**src/rtl/fifo_ctrl.sv**
```systemverilog
// fifo_ctrl: first-word-fall-through stream controller around a 1-cycle-latency register-array memory.
// Define FIFO_CTRL_ALMOST_FULL_EN to build the registered almost_full flag; otherwise it is tied low.
module fifo_ctrl #(
  parameter int WIDTH     = 8,
  parameter int ADDR_W    = 3,
  parameter int AF_THRESH = 6
) (
  input  logic              clk,
  input  logic              rst,
  input  logic [WIDTH-1:0]  s_data,
  input  logic              s_valid,
  output logic              s_ready,
  output logic [WIDTH-1:0]  m_data,
  output logic              m_valid,
  input  logic              m_ready,
  output logic              mem_wr_en,
  output logic [ADDR_W-1:0] mem_wr_addr,
  output logic [WIDTH-1:0]  mem_wr_data,
  output logic              mem_rd_en,
  output logic [ADDR_W:0]   mem_rd_addr,
  input  logic [WIDTH-1:0]  mem_rd_data,
  output logic [ADDR_W+1:0] fill_level,
  output logic              almost_full
);

  localparam int PW = ADDR_W + 1;
  localparam int FW = ADDR_W + 2;

  // A threshold outside 1..capacity would make almost_full meaningless.
  if (AF_THRESH < 1 || AF_THRESH > (2**ADDR_W) + 2) begin : g_af_thresh_check
    $error("fifo_ctrl: AF_THRESH out of range");
  end

  logic [PW-1:0]    wptr_q, wptr_d;
  logic [PW-1:0]    rptr_q, rptr_d;
  logic [1:0]       out_cnt_q, out_cnt_d;
  logic             infl_q, infl_d;
  logic [WIDTH-1:0] head_q, head_d;
  logic [WIDTH-1:0] tail_q, tail_d;

  logic [PW-1:0] mem_cnt;
  logic          mem_empty;
  logic          mem_full;
  logic          wr_fire;
  logic          pop;
  logic          push;
  logic          rd_issue;
  logic [2:0]    occupancy;

  assign mem_cnt   = wptr_q - rptr_q;
  assign mem_empty = (wptr_q == rptr_q);
  assign mem_full  = (wptr_q[ADDR_W] != rptr_q[ADDR_W]) &&
                     (wptr_q[ADDR_W-1:0] == rptr_q[ADDR_W-1:0]);

  assign s_ready = !rst && !mem_full;
  assign wr_fire = s_valid && s_ready;

  assign m_valid = !rst && (out_cnt_q != 2'd0);
  assign m_data  = head_q;
  assign pop     = m_valid && m_ready;

  // Read data from a read issued just before a reset must never land in the buffer.
  assign push      = infl_q && !rst;
  assign occupancy = {1'b0, out_cnt_q} + {2'b00, infl_q} - {2'b00, pop};
  assign rd_issue  = !rst && !mem_empty && (occupancy < 3'd2);

  assign mem_wr_en   = wr_fire;
  assign mem_wr_addr = wptr_q[ADDR_W-1:0];
  assign mem_wr_data = s_data;
  assign mem_rd_en   = rd_issue;
  assign mem_rd_addr = rptr_q;

  assign fill_level = rst ? '0 : (FW'(mem_cnt) + FW'(infl_q) + FW'(out_cnt_q));

  always_comb begin
    wptr_d    = wptr_q + PW'(wr_fire);
    rptr_d    = rptr_q + PW'(rd_issue);
    infl_d    = rd_issue;
    out_cnt_d = out_cnt_q + {1'b0, push} - {1'b0, pop};
    head_d    = head_q;
    tail_d    = tail_q;
    if (pop) begin
      head_d = tail_q;
    end
    // Arriving data goes to whichever slot is the tail once this cycle's pop is applied.
    if (push) begin
      if (out_cnt_q == 2'd0 || (out_cnt_q == 2'd1 && pop)) begin
        head_d = mem_rd_data;
      end else begin
        tail_d = mem_rd_data;
      end
    end
  end

  always_ff @(posedge clk) begin
    if (rst) begin
      wptr_q    <= '0;
      rptr_q    <= '0;
      out_cnt_q <= 2'd0;
      infl_q    <= 1'b0;
      head_q    <= '0;
      tail_q    <= '0;
    end else begin
      wptr_q    <= wptr_d;
      rptr_q    <= rptr_d;
      out_cnt_q <= out_cnt_d;
      infl_q    <= infl_d;
      head_q    <= head_d;
      tail_q    <= tail_d;
    end
  end

`ifdef FIFO_CTRL_ALMOST_FULL_EN
  logic [PW-1:0] mem_cnt_d;
  logic [FW-1:0] fill_d;
  logic          af_q;

  assign mem_cnt_d = wptr_d - rptr_d;
  assign fill_d    = FW'(mem_cnt_d) + FW'(infl_d) + FW'(out_cnt_d);

  always_ff @(posedge clk) begin
    if (rst) begin
      af_q <= 1'b0;
    end else begin
      af_q <= (fill_d >= FW'(AF_THRESH));
    end
  end

  assign almost_full = af_q && !rst;
`else
  assign almost_full = 1'b0;
`endif

endmodule

```
**config.mk**
```make
export PLATFORM = sky130hd
export DESIGN_NAME = fifo_ctrl
export DESIGN_NICKNAME = d
export VERILOG_FILES = /design/src/rtl/fifo_ctrl.sv
export SDC_FILE = /design/constraint.sdc
export NUM_CORES = 1
export LEC_CHECK = 0
export CAP_MARGIN = 20
export CORE_ASPECT_RATIO = 1.4
export CORE_MARGIN = 3
export CORE_UTILIZATION = 56
export DETAILED_ROUTE_END_ITERATION = 10
export DONT_BUFFER_PORTS = 1
export PLACE_DENSITY_LB_ADDON = 0.05
export SLEW_MARGIN = 40
export SYNTH_ARGS = -nofsm -noshare
export SYNTH_HDL_FRONTEND = slang
export SYNTH_SLANG_ARGS = --single-unit
```
**constraint.sdc**
```tcl
create_clock -name clk -period 2.6 [get_ports clk]
set_input_delay 0.26 -clock clk [delete_from_list [all_inputs] [get_ports clk]]
set_output_delay 0.26 -clock clk [all_outputs]
set_load 0.05 [all_outputs]
```
==> impl_metrics.csv, run 1 <==
group,metric,value,unit
outcome,status,"finished clean",
clock_network,htreeDepth,1,
setup_path,path_depth,9,
layout,instances_no_fill,198,
layout,layout_commonest_cell,"dfxtp_1",
setup_path,worst-path-buf-inv,3,
placement,io_buffers,0,
layout,final_cell_mix,"dfxtp_1 (23), buf_4 (16), inv_1 (12)",
setup_path,path_class,"flip-flop to primary output",
setup_path,slowest_delay,0.57,ns
clock_network,cts_tree,"done",
die,ios,53,
clock_network,cts_sinks,27,
synth,synth.yosys.warnings,0,
synth,synth_cells,157,
route,wl,2780,um
sta,max_freq,385,MHz
setup_path,crit_chain,"inv_2 > ha_4 > inv_2 > fa_2 > ha_4 > a21oi_2 > nor3_2 > mux2_4 > buf_12",
sta,worstMarginPinSlew,0.544,ns
placement,dpl.cell_count,192,
power_and_ir_drop,p_leak,0.808,nW
die,rows,21,
worst_hold_path,hold-path-cell-count,2,
clock_network,numCtsBuffers,3,
layout,area_growth,15.6,%
sta,skew,0.0118,ns
clock_network,cts.clk_slew.worst_paths,0.15,ns
setup_path,r2r_cells,8,
synth,synth_nets,190,
placement,place.gp.congestion,0.754,
route,vias,1062,
worst_hold_path,hp-class,"input pin to flip-flop",
clock_network,cts-root-buf,"clkbuf_4",
setup_path,crit_family,"adder cells",
global_route,grt_pass1_wl,4810,um
route,drcViolationCount,0,
setup_path,cp.required,2.34,ns
setup_path,crit_path_end_kind,"primary output",
global_route,antenna_found_initial,0,
layout,final_net_count,198,
global_route,grt_pass1_vias,1076,
global_route,track_usage,18.8,%
power_and_ir_drop,power.density,723,nW/um^2
sta,layout_min_cycle_time,2.60,ns
power_and_ir_drop,ir_drop,581,uV
layout,final_util,70.2,%
sta,maxSlewHeadroom,63.8,%
synth,avgSynthCellArea,9.55,um^2
sta,slew_violations,0,
route,avgRoutedWirePerCell,14.1,um
setup_path,crit_arrival,2.34,ns
setup_path,cp_slowest_cell,"fa_2",
sta,rsz0062_at_grt,"true",
layout,n_antenna_cell,0,
route,drt_pass1_iterations,4,
layout,drive_gt1_share,31.1,%
die,core,2470,um^2
route,antenna_left,0,
global_route,overflow,0,
die,die_h,67.2,um
route,drt-initial-drc-count,12,
run,maxCapViolations,0,
global_route,grt_start_max_net_pins,22,
synth,ys_seq_elements,27,
placement,hpwl,2130,um
route,vias_per_cell,5.36,
clock_network,clock_latency,0.32,ns
setup_path,cp_max_fo,2,
sta,fin_crit_sh,100,%
sta,setup_viol,0,
die,die_area,3340,um^2
die,start_util,60.7,%
synth,synth_seq_area_share,36.1,%
die,die_x,49.7,um
synth,syn_area,1500,um^2
synth,synthDistinctLibCells,32,
setup_path,crit_path_start_kind,"flip-flop",
sta,hold_violations,0,
clock_network,max-clock-path-buffers,2,
-- flip-flops by register name, summed over array words and instances, names as in the netlist --
signal       count
wptr_q           4
m_data           8
out_cnt_q        2
tail_q           8
infl_q           1
mem_rd_addr      4
-- area by class of cell --
cell class	instances	area, um^2
multi-input cells	98	877
repair buffers	21	184
well taps	34	42.5
flip-flops and latches	27	548
clock inverters	1	6.26
clock buffers	3	22.5
fillers	209	737
inverters	14	52.6
-- final timing paths --
path / startpoint / endpoint / slack, ns
min: rst / m_data[6] / 0.07
max reg2reg: out_cnt_q[1] / mem_rd_addr[1] / 0.21
max: wptr_q[0] / fill_level[3] / 0.0008
min reg2reg: tail_q[2] / tail_q[2] / 0.51
-- Yosys cell counts --
cell type / instances / area [um^2]
or2_1: 1 / 6.26
nor3b_2: 1 / 12.5
ha_1: 9 / 113
and3b_1: 1 / 8.76
xnor2_1: 5 / 43.8
buf_2: 2 / 10.0
a21o_1: 3 / 22.5
conb_1: 1 / 3.75
and3_1: 1 / 6.26
nand3b_1: 8 / 60.1
o21ai_2: 1 / 8.76
o22ai_1: 7 / 43.8
a31oi_1: 1 / 6.26
buf_4: 13 / 97.6
and2_1: 1 / 6.26
o21ba_2: 1 / 10.0
mux2_2: 1 / 11.3
o21ai_0: 9 / 45.0
a21oi_1: 3 / 15.0
nand3_1: 2 / 10.0
nor2b_1: 10 / 62.6
mux2i_1: 8 / 80.1
nor2_1: 8 / 30.0
and2_0: 1 / 6.26
clkbuf_1: 3 / 11.3
dfxtp_1: 27 / 541
fa_1: 4 / 80.1
nor4b_1: 3 / 26.3
nor3_1: 1 / 5.00
nand2_4: 1 / 11.3
inv_1: 14 / 52.6
xor2_1: 6 / 52.6
-- worst reg2reg max path, cell delays in order (launching register included) --
cell	delay [ns]
dfxtp_4	0.37
o21ba_4	0.23
and3b_2	0.26
fa_2	0.37
xor2_1	0.18
nor4b_4	0.33
ha_2	0.24
ha_1	0.21
nor2b_1	0.12
-- layer usage --
layer | track usage [%] | up-vias | part of all wire (%)
met4 | 6.23 | 0 | 0.65
met2 | 36.4 | 34 | 56
met1 | 20.0 | 498 | 38
li1 | - | 528 | -
met3 | 3.97 | 2 | 5.0
met5 | 0 | - | 0
-- through the flow --
step           power [mW]  setup TNS (ns)  setup slack (ns)  hold slack [ns]  area [um^2]
6_report             1.25               0          0.000844           0.0660         1730
5_1_grt              1.33          -0.156           -0.0830           0.0526         1730
4_1_cts              1.24          -0.105           -0.0694           0.0516         1690
3_5_place_dp         1.03               0             0.207            0.330         1620
3_3_place_gp         1.02               0             0.259            0.327         1620
2_1_floorplan       0.953           -3.43            -0.474            0.427         1540
-- where the power goes --
group / leakage, nW / switching (mW) / total (mW) / internal, mW
Combinational: 0.569 / 0.299 / 0.517 / 0.218
Sequential: 0.221 / 0.0974 / 0.554 / 0.456
Clock: 0.0183 / 0.123 / 0.183 / 0.0599
Total: 0.808 / 0.519 / 1.25 / 0.734
-- what timing repair did --
| item | 4_1_cts | 5_1_grt |
|---|---|---|
| buffers inserted | 0 | 1 |
| hold buffers | 1 | 0 |
| endpoints found under the setup margin | 3 | 5 |
| gates resized for setup | 10 | 11 |
| hold endpoints to repair | 11 | 0 |
| pin swaps | 5 | 6 |
-- logic make-up (layout without fill, tap and decap cells) --
kind of cell	after synthesis	after routing	synth area share, %
AOI/OAI and AO/OA	25	25	10.1
DFF	27	27	36.1
adders and majority gates	13	13	12.9
and+or+nand+nor	39	39	16.8
muxes	9	9	6.09
xor gates and xnor gates	11	11	6.43
other	1	1	0.250
buffers and inverters	32	39	11.4
No activity file was read; power rests on OpenSTA's default activity.
==> run 2: changes to the inputs <==
- ABC_CLOCK_PERIOD_IN_PS: unset -> 2600
==> results of run 2 <==
Same layout as run 1: the final DEF is identical, and so are final timing and power.
